[config.mk]
export PLATFORM = sky130hd
export DESIGN_NAME = mmio_stream_responder_flat
export DESIGN_NICKNAME = d
export VERILOG_FILES = /design/src/rtl/mmio_stream_responder_if.sv /design/src/rtl/mmio_stream_responder.sv /design/src/flat_wrapper.sv
export SDC_FILE = /design/constraint.sdc
export NUM_CORES = 1
export LEC_CHECK = 0
export CORE_UTILIZATION = 40
export CTS_CLUSTER_SIZE = 20
export DETAILED_ROUTE_END_ITERATION = 8
export GPL_ROUTABILITY_DRIVEN = 0
export PLACE_DENSITY = 0.67
export SYNTH_ARGS = -nofsm -noshare
export SYNTH_HDL_FRONTEND = slang
export SYNTH_SLANG_ARGS = --single-unit
[constraint.sdc]
create_clock -name clk -period 3.85 [get_ports clk]
set_input_delay 0.385 -clock clk [delete_from_list [all_inputs] [get_ports clk]]
set_output_delay 0.385 -clock clk [all_outputs]
set_load 0.01 [all_outputs]
[src/rtl/mmio_stream_responder_if.sv]
// Bus and stream signals of mmio_stream_responder: processor-side we/addr/din/dout
// plus the valid/ready stream toward the downstream consumer.
interface mmio_stream_responder_if #(
    parameter int unsigned ADDR_WIDTH = 10,
    parameter int unsigned DATA_WIDTH = 16
);
    logic                  we;
    logic [ADDR_WIDTH-1:0] addr;
    logic [DATA_WIDTH-1:0] din;
    logic [DATA_WIDTH-1:0] dout;
    logic [DATA_WIDTH-1:0] out_data;
    logic                  out_valid;
    logic                  out_ready;

    // Processor plus stream consumer side
    modport master (
        output we,
        output addr,
        output din,
        output out_ready,
        input  dout,
        input  out_data,
        input  out_valid
    );

    // Peripheral side
    modport slave (
        input  we,
        input  addr,
        input  din,
        input  out_ready,
        output dout,
        output out_data,
        output out_valid
    );
endinterface

[src/rtl/mmio_stream_responder.sv]
// MMIO-write to valid/ready stream bridge with a show-ahead FIFO and a 4-register window.
// Optional interrupt output is enabled by defining MMIO_STREAM_RESPONDER_IRQ_EN.
module mmio_stream_responder #(
    parameter int unsigned           ADDR_WIDTH = 10,
    parameter int unsigned           DATA_WIDTH = 16,
    parameter int unsigned           DEPTH      = 16,
    parameter logic [ADDR_WIDTH-1:0] BASE_ADDR  = 10'h3F0
) (
    input  logic                  clk,
    input  logic                  reset,
`ifdef MMIO_STREAM_RESPONDER_IRQ_EN
    output logic                  irq,
`endif
    mmio_stream_responder_if.slave bus
);
    localparam int unsigned PTR_W = $clog2(DEPTH);
    localparam int unsigned CNT_W = PTR_W + 1;

    logic [DATA_WIDTH-1:0] r_mem [DEPTH];
    logic [PTR_W-1:0]      r_wr_ptr;
    logic [PTR_W-1:0]      r_rd_ptr;
    logic [CNT_W-1:0]      r_count;
    logic                  r_overflow;
    logic [15:0]           r_txcount;
    logic [DATA_WIDTH-1:0] r_dout;

    logic [ADDR_WIDTH-1:0] w_off;
    logic                  w_in_win;
    logic                  w_wr_data;
    logic                  w_wr_ctrl;
    logic                  w_wr_txcnt;
    logic                  w_flush;
    logic                  w_clr_ovf;
    logic                  w_empty;
    logic                  w_full;
    logic                  w_pop;
    logic                  w_push_ok;
    logic                  w_ovf_set;
    logic [15:0]           w_status;

    assign w_off      = bus.addr - BASE_ADDR;
    assign w_in_win   = (w_off < ADDR_WIDTH'(4));
    assign w_wr_data  = bus.we && w_in_win && (w_off[1:0] == 2'd0);
    assign w_wr_ctrl  = bus.we && w_in_win && (w_off[1:0] == 2'd2);
    assign w_wr_txcnt = bus.we && w_in_win && (w_off[1:0] == 2'd3);
    assign w_flush    = w_wr_ctrl && bus.din[0];
    assign w_clr_ovf  = w_wr_ctrl && bus.din[1];

    assign w_empty    = (r_count == '0);
    assign w_full     = (r_count == CNT_W'(DEPTH));
    assign w_pop      = !w_empty && bus.out_ready;
    // A same-edge pop frees a slot, so a push into a full FIFO is still accepted.
    assign w_push_ok  = w_wr_data && !w_flush && (!w_full || w_pop);
    assign w_ovf_set  = w_wr_data && !w_flush && w_full && !w_pop;

    assign w_status   = {r_overflow, w_full, w_empty, 5'b0, 8'(r_count)};

    assign bus.out_valid = !w_empty;
    assign bus.out_data  = r_mem[r_rd_ptr];
    assign bus.dout      = r_dout;

    always_ff @(posedge clk) begin
        if (w_push_ok) begin
            r_mem[r_wr_ptr] <= bus.din;
        end
    end

    always_ff @(posedge clk) begin
        if (reset) begin
            r_wr_ptr   <= '0;
            r_rd_ptr   <= '0;
            r_count    <= '0;
            r_overflow <= 1'b0;
            r_txcount  <= '0;
            r_dout     <= '0;
        end else begin
            if (w_flush) begin
                r_wr_ptr <= '0;
                r_rd_ptr <= '0;
                r_count  <= '0;
            end else begin
                if (w_push_ok) begin
                    r_wr_ptr <= r_wr_ptr + PTR_W'(1);
                end
                if (w_pop) begin
                    r_rd_ptr <= r_rd_ptr + PTR_W'(1);
                end
                r_count <= r_count + CNT_W'(w_push_ok) - CNT_W'(w_pop);
            end

            // Set beats clear when both land on the same edge.
            if (w_ovf_set) begin
                r_overflow <= 1'b1;
            end else if (w_clr_ovf) begin
                r_overflow <= 1'b0;
            end

            if (w_wr_txcnt) begin
                r_txcount <= '0;
            end else if (w_pop) begin
                r_txcount <= r_txcount + 16'd1;
            end

            if (!w_in_win) begin
                r_dout <= '0;
            end else begin
                unique case (w_off[1:0])
                    2'd1:    r_dout <= DATA_WIDTH'(w_status);
                    2'd3:    r_dout <= DATA_WIDTH'(r_txcount);
                    default: r_dout <= '0;
                endcase
            end
        end
    end

`ifdef MMIO_STREAM_RESPONDER_IRQ_EN
    logic r_irq_en;
    logic r_irq;

    // Evaluated from already-registered state, so irq trails the cause by one edge.
    always_ff @(posedge clk) begin
        if (reset) begin
            r_irq_en <= 1'b0;
            r_irq    <= 1'b0;
        end else begin
            if (w_wr_ctrl) begin
                r_irq_en <= bus.din[2];
            end
            r_irq <= r_irq_en && (w_empty || r_overflow);
        end
    end

    assign irq = r_irq;
`endif
endmodule

[src/flat_wrapper.sv]
// flat-port wrapper written by rule: the top's interface ports become plain ports
module mmio_stream_responder_flat 
#(
    parameter int unsigned           ADDR_WIDTH = 10,
    parameter int unsigned           DATA_WIDTH = 16,
    parameter int unsigned           DEPTH      = 16,
    parameter logic [ADDR_WIDTH-1:0] BASE_ADDR  = 10'h3F0
)
  (clk, reset, bus_we, bus_addr, bus_din, bus_out_ready, bus_dout, bus_out_data, bus_out_valid);
  mmio_stream_responder_if #(.ADDR_WIDTH(ADDR_WIDTH), .DATA_WIDTH(DATA_WIDTH)) bus_i ();
  input  logic clk;
  input  logic reset;
  input wire logic [$bits(bus_i.we)-1:0] bus_we;
  input wire logic [$bits(bus_i.addr)-1:0] bus_addr;
  input wire logic [$bits(bus_i.din)-1:0] bus_din;
  input wire logic [$bits(bus_i.out_ready)-1:0] bus_out_ready;
  output wire logic [$bits(bus_i.dout)-1:0] bus_dout;
  output wire logic [$bits(bus_i.out_data)-1:0] bus_out_data;
  output wire logic [$bits(bus_i.out_valid)-1:0] bus_out_valid;
  assign bus_i.we = bus_we;
  assign bus_i.addr = bus_addr;
  assign bus_i.din = bus_din;
  assign bus_i.out_ready = bus_out_ready;
  assign bus_dout = bus_i.dout;
  assign bus_out_data = bus_i.out_data;
  assign bus_out_valid = bus_i.out_valid;
  mmio_stream_responder #(.ADDR_WIDTH(ADDR_WIDTH), .DATA_WIDTH(DATA_WIDTH), .DEPTH(DEPTH), .BASE_ADDR(BASE_ADDR)) u_core (.clk(clk), .reset(reset), .bus(bus_i));
endmodule
==> flow_metrics.env, run 1 <==
export IMPL_synth_area_per_cell_um2=18.3
export IMPL_drive_above_1_share=0.223
export IMPL_detail_route_antenna_nets=0
export IMPL_cts_buffers=30
export IMPL_r2r_cells=14
export IMPL_endpoint_kind="flop"
export IMPL_peakVddDrop_mv=0.323
export IMPL_hold_viol=0
export IMPL_wirelength_um=24500
export IMPL_grt_antenna_before_repair=0
export IMPL_fin_setup_tns_ns=0
export IMPL_synth_most_common_cell="edfxtp_1"
export IMPL_required_ns=4.29
export IMPL_first_pass_iters=4
export IMPL_final_cells=1157
export IMPL_clock_latency_ns=0.56
export IMPL_status="complete, no violations"
export IMPL_cts_setup_buffers=0
export IMPL_place_ws_ns=0.635
export IMPL_power_density_nw_per_um2=557
export IMPL_async_flop_share=0
export IMPL_drcViolationCount=0
export IMPL_grt_pass1_wl_um=38100
export IMPL_portBuffers=62
export IMPL_critPathLaunchType="flop"
export IMPL_area_delta_synth_final_pct=19.1
export IMPL_io_pin_count=63
export IMPL_layout_nets=792
export IMPL_post_drt_wl_per_cell_um=21.2
export IMPL_synthCells=648
export IMPL_synth_edf_count=256
export IMPL_finClkSkew_ns=0.00863
export IMPL_synth_nets=691
export IMPL_cts_sinks=306
export IMPL_worstPathArrival_ns=3.63
export IMPL_die_area_um2=30300
export IMPL_dr_total_vias=6196
export IMPL_critPathMaxFanout=16
export IMPL_dpl_hpwl_um=15100
export IMPL_vias_per_cell=5.36
export IMPL_clkSlewWorstSetupHoldPaths_ns=0.06
export IMPL_min_period_over_period=0.830
export IMPL_grt_max_degree=65
export IMPL_max_slew_margin=0.374
export IMPL_initial_utilization=0.409
export IMPL_fp_dieH_um=174
export IMPL_htreeDepth=1
export IMPL_track_usage=0.166
export IMPL_die_w_um=174
export IMPL_ys_types=47
export IMPL_yosysWarnings=0
export IMPL_yosysSeqAreaShare=0.734
export IMPL_place_inst=1101
export IMPL_drt_iter0_drc=622
export IMPL_fp_row_count=62
export IMPL_path_class="reg2reg"
export IMPL_root_buffer="clkbuf_16"
export IMPL_maxSlewViolCount=0
export IMPL_syn_area_um2=11800
export IMPL_period_needed_ns=3.19
export IMPL_grt_overflow=0
export IMPL_n_antenna_cell=0
export IMPL_setup_violations_final=0
export IMPL_clockBufferDepth=3
export IMPL_maxCapViolCount=0
export IMPL_hold_path_class="reg2reg"
export IMPL_min_path_cells=2
export IMPL_ctsResizeCount=0
export IMPL_synthTopCellsByArea="edfxtp_1, mux4_2, dfxtp_1"
export IMPL_core_area_um2=28900
export IMPL_tightest_slew_ns=0.939
export IMPL_rsz0062_at_grt="false"
export IMPL_hold_buffers=0
export IMPL_grt_pass1_vias=6346
export IMPL_netlist_top_cells_count="edfxtp_1, mux4_2, dfxtp_1, nor2_1, a22oi_1"
export IMPL_synth_main_ff_cell="edfxtp_1"
export IMPL_cts_tree="done"
export IMPL_synth_top_cell_area_share=0.650
export IMPL_fin_ws_ns=0.656
export IMPL_ys_seq_elements=306
export IMPL_fmax_mhz=313
export IMPL_yosysTopAreaCell="edfxtp_1"
export IMPL_p_leak_nw=4.58
[registers in the layout, indices dropped and copies added (netlist names), named ones only]
register / flops
u_core.r_mem: 256
u_core.bus.dout: 16
u_core.r_txcount: 16
u_core.r_count: 5
u_core.r_rd_ptr: 4
u_core.r_wr_ptr: 4
u_core.r_overflow: 1
[cell usage in the layout, fill, tap and decap left out, drive strengths merged, types with 4 or more instances in the layout]
cell / n
xor2: 12
o31ai: 5
clkinvlp: 4
buf: 38
a21oi: 16
or4: 5
clkbuf: 33
ha: 12
o21ai: 6
inv: 16
a22oi: 32
nand4: 5
mux2i: 7
and3: 13
mux4: 64
nor3: 5
dfxtp: 50
nand3: 19
nand2: 23
clkdlybuf4s50: 62
edfxtp: 256
nor2: 40
clkinv: 17
[metrics by stage]
| stage | utilization | total power [mW] | cell area (um^2) | hold WS (ns) |
|---|---|---|---|---|
| after floorplan | - | 4.77 | 11800 | 0.452 |
| after global placement | 0.455 | 5.23 | 13200 | 0.466 |
| after detailed placement | 0.455 | 5.24 | 13200 | 0.472 |
| after CTS | 0.487 | 7.92 | 14100 | 0.482 |
| after global routing | 0.487 | 8.18 | 14100 | 0.524 |
| final | 0.487 | 7.85 | 14100 | 0.481 |
[cell type report]
class                      count  area [um^2]
multi-input combinational    296         3010
sequential                   306         8690
tap                          384          480
clock inverter                23          151
fill                        2385        14900
timing repair buffer         100          931
clock buffer                  33          762
inverter                      15         56.3
[per-layer routing]
layer,vias up,GRT usage,routed length [um]
met1,3191,0.238,11100
met4,0,0.0420,343
met3,27,0.0276,1420
met5,-,0,0
li1,2806,-,-
met2,172,0.265,11700
[critical path, stage by stage, from the launching register on]
cell and delay, ns:
dfxtp_1 0.33, inv_1 0.08, ha_1 0.15, or4b_2 0.80
nand2_1 0.16, inv_1 0.05, ha_1 0.28, inv_1 0.06
ha_1 0.17, inv_1 0.06, fa_1 0.39, nand2b_1 0.16
a21oi_1 0.17, o21ai_0 0.08, nor3b_1 0.14
[cell families (layout without fill, tap and decap cells)]
logic type / count (synthesis) / count (layout) / share of synthesized area
DFF: 306 / 306 / 0.734
adders and majority gates: 13 / 13 / 0.0144
buffers and inverters: 46 / 171 / 0.0155
and+or+nand+nor: 131 / 131 / 0.0586
AOI/OAI and AO/OA: 67 / 67 / 0.0389
xor gates and xnor gates: 14 / 14 / 0.0104
muxes: 71 / 71 / 0.128
[final timing paths]
path / startpoint / to / slack (ns)
setup / recovery: u_core.r_count[3] / u_core.r_count[4] / 0.66
hold / removal: u_core.r_txcount[15] / u_core.r_txcount[15] / 0.48
setup reg to reg: u_core.r_count[3] / u_core.r_count[4] / 0.66
hold reg to reg: u_core.r_txcount[15] / u_core.r_txcount[15] / 0.48
[report_power, final]
part	internal, mW	switching (mW)	total [mW]
Clock	1.49	1.21	2.70
Combinational	0.756	0.708	1.46
Sequential	3.64	0.0496	3.69
No activity file was read; power rests on OpenSTA's default activity.
==> run 2, diff against run 1 <==
- PLACE_DENSITY: 0.67 -> 0.69
- clock period: 3.85 -> 2.8 ns (I/O delays scaled with it)
==> flow_metrics.env, run 2 (same netlist as run 1, synthesis figures left out) <==
export IMPL_max_slew_margin=0.577
export IMPL_hold_buffers=0
export IMPL_regMostFlops="u_core.r_mem"
export IMPL_status="complete, no violations"
export IMPL_min_period_over_period=0.967
export IMPL_fp_row_count=62
export IMPL_clock_latency_ns=0.55
export IMPL_gr_usage_met3=0.0280
export IMPL_drt_iter0_drc=646
export IMPL_clockBufferDepth=3
export IMPL_cts_buffers=30
export IMPL_peakVddDrop_mv=0.483
export IMPL_fp_dieH_um=174
export IMPL_die_area_um2=30300
export IMPL_p_leak_nw=4.77
export IMPL_cts_sinks=306
export IMPL_fmax_mhz=369
export IMPL_use_met2=0.270
export IMPL_layout_commonest_cell="edfxtp_1"
export IMPL_grt_overflow=0
export IMPL_worstPathArrival_ns=2.43
export IMPL_grt_pass1_wl_um=38000
export IMPL_n_antenna_cell=0
export IMPL_endpoint_kind="output pin"
export IMPL_htreeDepth=1
export IMPL_rrSetupSlack_ns=0.10
export IMPL_setup_violations_final=0
export IMPL_p_total_mw=11.2
export IMPL_period_needed_ns=2.71
export IMPL_vias_per_cell=5.37
export IMPL_layout_nets=817
export IMPL_required_ns=2.52
export IMPL_largest_register_ff_count=256
export IMPL_clkSlewWorstSetupHoldPaths_ns=0.06
export IMPL_first_pass_iters=4
export IMPL_rsz0062_at_grt="true"
export IMPL_die_w_um=174
export IMPL_dr_total_vias=6326
export IMPL_most_common_layout_cells="edfxtp_1, mux4_2, dfxtp_1, buf_4, clkdlybuf4s50_1"
export IMPL_critPathLaunchType="flop"
export IMPL_io_pin_count=63
export IMPL_grt_pass1_vias=6561
export IMPL_root_buffer="clkbuf_16"
export IMPL_portBuffers=62
export IMPL_detail_route_antenna_nets=0
export IMPL_core_area_um2=28900
export IMPL_path_class="reg2out"
export IMPL_power_density_nw_per_um2=770
export IMPL_hold_path_class="in2reg"
export IMPL_maxCapViolCount=0
export IMPL_cts_tree="done"
export IMPL_drive_above_1_share=0.277
export IMPL_finClkSkew_ns=0.0111
export IMPL_drcViolationCount=0
export IMPL_use_met1=0.228
export IMPL_maxSlewViolCount=0
export IMPL_grt_antenna_before_repair=0
export IMPL_dpl_hpwl_um=15000
export IMPL_top_usage_layer="met2"
export IMPL_nFillCells=2291
export IMPL_grt_max_degree=42
export IMPL_critPathMaxFanout=10
export IMPL_post_drt_wl_per_cell_um=20.7
export IMPL_track_usage=0.165
export IMPL_wirelength_um=24400
export IMPL_area_delta_synth_final_pct=23.3
export IMPL_fin_setup_tns_ns=0
export IMPL_tightest_slew_ns=0.632
export IMPL_hold_viol=0
export IMPL_initial_utilization=0.409
==> run 2: changes by cell type in the layout (fill, tap and decap cells not counted), sizes merged <==
cell | previous run | this run
clkinv | 17 | 13
dlygate4sd2 | 0 | 13
clkdlybuf4s15 | 0 | 3
buf | 38 | 63
clkdlybuf4s50 | 62 | 46
inv | 16 | 15
clkinvlp | 4 | 0
clkbuf | 33 | 39
==> run 2: worst paths after layout <==
path / start / endpoint / cells past startpoint
worst max-delay path: flop / bus_out_data[9] / 7
worst min-delay path: reset / u_core.r_overflow / 2
worst max register to register: u_core.r_count[2] / u_core.r_count[4] / 14
worst min register to register: u_core.r_txcount[13] / u_core.r_txcount[13] / 2
==> run 2: worst max-delay path, cell delays in order (launching register included) <==
cell and delay, ns:
dfxtp_4 0.42, buf_4 0.14, buf_12 0.10, buf_16 0.14
mux4_2 0.50, a22oi_1 0.20, nand2_1 0.08, dlygate4sd2_1 0.29
==> run 2: cell type report <==
cell class	count	area [um^2]	share of cell area
Inverter	15	56.3	0.00386
Clock inverter	14	101	0.00695
Tap cell	384	480	0.0330
Timing Repair Buffer	125	1280	0.0880
Clock buffer	39	805	0.0552
Sequential cell	306	8690	0.596
Multi-Input combinational cell	296	3160	0.217
==> run 2: power by group <==
part	internal (mW)	total, mW	switching, mW	leakage, nW
Combinational	1.33	2.44	1.11	1.61
Clock	2.10	3.71	1.61	0.451
Sequential	5.00	5.07	0.0710	2.71
==> run 2: metal layers <==
layer / share of wire / vias up
li1: - / 2850
met1: 0.44 / 3264
met2: 0.49 / 180
met3: 0.053 / 32
met4: 0.020 / 0
met5: 0 / -
==> run 2: through the flow <==
step	std cells	util	worst slack, ns	hold WS, ns	area, um^2
after global routing	1179	0.504	-0.0143	0.464	14600
after floorplan	648	-	-0.0553	0.368	11900
after CTS	1177	0.501	0.0181	0.428	14500
after global placement	1118	0.465	0.0104	0.471	13500
final	1179	0.504	0.0919	0.471	14600
after detailed placement	1118	0.465	-0.0198	0.486	13500
==> run 2: what timing repair did <==
action                                  CTS  global route
pin swaps                                 0             7
endpoints found under the setup margin   17             7
gates cloned                              2             0
gates resized for setup                  28            20
buffers inserted                          4             2
==> run 3, diff against run 2 <==
- ABC_CLOCK_PERIOD_IN_PS: default -> 2800
- CORE_UTILIZATION: 40 -> 50
- PLACE_DENSITY: 0.69 -> 0.81
==> flow_metrics.env, run 3 (same netlist as run 1, synthesis figures left out) <==
export IMPL_status="complete, no violations"
export IMPL_setup_violations_final=0
export IMPL_die_area_um2=24300
export IMPL_final_cells=1115
export IMPL_track_usage=0.218
export IMPL_final_core_util=0.629
export IMPL_post_drt_wl_per_cell_um=23.4
export IMPL_dpl_hpwl_um=15900
export IMPL_grt_max_degree=65
export IMPL_grt_pass1_vias=6981
export IMPL_regMostFlops="u_core.r_mem"
export IMPL_clockBufferDepth=3
export IMPL_portBuffers=62
export IMPL_period_needed_ns=2.75
export IMPL_layout_nets=822
export IMPL_min_period_over_period=0.983
export IMPL_r2r_cells=14
export IMPL_htreeDepth=1
export IMPL_hold_buffers=0
export IMPL_cts_sinks=306
export IMPL_clock_latency_ns=0.54
export IMPL_n_antenna_cell=0
export IMPL_fin_worst_hold_slack_ns=0.465
export IMPL_drive_above_1_share=0.262
export IMPL_vias_per_cell=5.90
export IMPL_endpoint_kind="flop"
export IMPL_fin_setup_tns_ns=0
export IMPL_initial_utilization=0.516
export IMPL_hold_path_class="in2reg"
export IMPL_min_path_cells=2
export IMPL_maxSlewViolCount=0
export IMPL_root_buffer="clkbuf_16"
export IMPL_stdcell_area_um2=14400
export IMPL_rsz0062_at_grt="true"
export IMPL_die_w_um=156
export IMPL_p_total_mw=11.1
export IMPL_required_ns=3.24
export IMPL_maxCapViolCount=0
export IMPL_cts_tree="done"
export IMPL_layout_commonest_cell="edfxtp_1"
export IMPL_worstPathArrival_ns=3.20
export IMPL_detail_route_antenna_nets=0
export IMPL_drt_iter0_drc=475
export IMPL_most_common_layout_cells="edfxtp_1, mux4_2, buf_4"
export IMPL_wirelength_um=26100
export IMPL_place_inst=1045
export IMPL_dr_total_vias=6576
export IMPL_critPathLaunchType="flop"
export IMPL_hold_viol=0
export IMPL_finClkSkew_ns=0.0135
export IMPL_max_slew_margin=0.565
export IMPL_core_area_um2=22900
export IMPL_grt_antenna_before_repair=0
export IMPL_fmax_mhz=363
export IMPL_critPathMaxFanout=2
export IMPL_placed_area_um2=13300
export IMPL_clkSlewWorstSetupHoldPaths_ns=0.06
export IMPL_p_leak_nw=4.80
export IMPL_drcViolationCount=0
export IMPL_largest_register_ff_count=256
export IMPL_place_ws_ns=-0.277
export IMPL_fp_dieH_um=156
export IMPL_fp_row_count=55
export IMPL_io_pin_count=63
export IMPL_path_class="reg2reg"
export IMPL_grt_overflow=0
export IMPL_nFillCells=1528
export IMPL_fin_ws_ns=0.0488
export IMPL_first_pass_iters=4
export IMPL_power_density_nw_per_um2=773
export IMPL_cts_buffers=29
export IMPL_area_delta_synth_final_pct=21.8
export IMPL_grt_pass1_wl_um=39200
export IMPL_peakVddDrop_mv=0.520
export IMPL_tightest_slew_ns=0.650
-- run 3: critical path: stages (launching register included) --
cell and delay (ns):
dfxtp_2 0.32, inv_2 0.08, ha_4 0.13, or4b_4 0.48, nand2_4 0.09, inv_1 0.05, ha_1 0.28, inv_1 0.07
ha_2 0.18, inv_2 0.04, fa_2 0.34, nand2b_4 0.16, a21oi_4 0.16, nor3_2 0.08, nor3b_2 0.22
-- run 3: final timing paths --
check                                    startpoint                   to  slack (ns)
worst max-delay path              u_core.r_count[3]    u_core.r_count[4]        0.05
worst min-delay path                          reset    u_core.r_overflow        0.47
worst max register to register    u_core.r_count[3]    u_core.r_count[4]        0.05
worst min register to register  u_core.r_txcount[1]  u_core.r_txcount[1]        0.49
-- run 3: per-layer routing --
metal	global-route usage	share of wire
met5	0	0
met4	0.0658	0.025
met3	0.0372	0.054
met2	0.389	0.52
met1	0.274	0.40
-- run 3: report_power, final --
part / switching (mW) / total (mW) / internal (mW)
Sequential: 0.0628 / 5.06 / 5.00
Clock: 1.58 / 3.48 / 1.90
Combinational: 1.20 / 2.59 / 1.39
-- run 3: cell type report --
class	instances	area (um^2)	area share
Clock buffer	35	748	0.0519
Clock inverter	19	95.1	0.00660
Inverter	15	56.3	0.00391
Multi-Input combinational cell	296	3080	0.214
Sequential cell	306	8700	0.604
Tap cell	313	392	0.0272
Timing Repair Buffer	131	1340	0.0929
-- run 3: repair_timing --
item | CTS | global route
setup buffers | 9 | 5
setup endpoints to repair | 17 | 2
gates cloned | 2 | 0
pin swaps | 5 | 6
gates resized for setup | 41 | 3
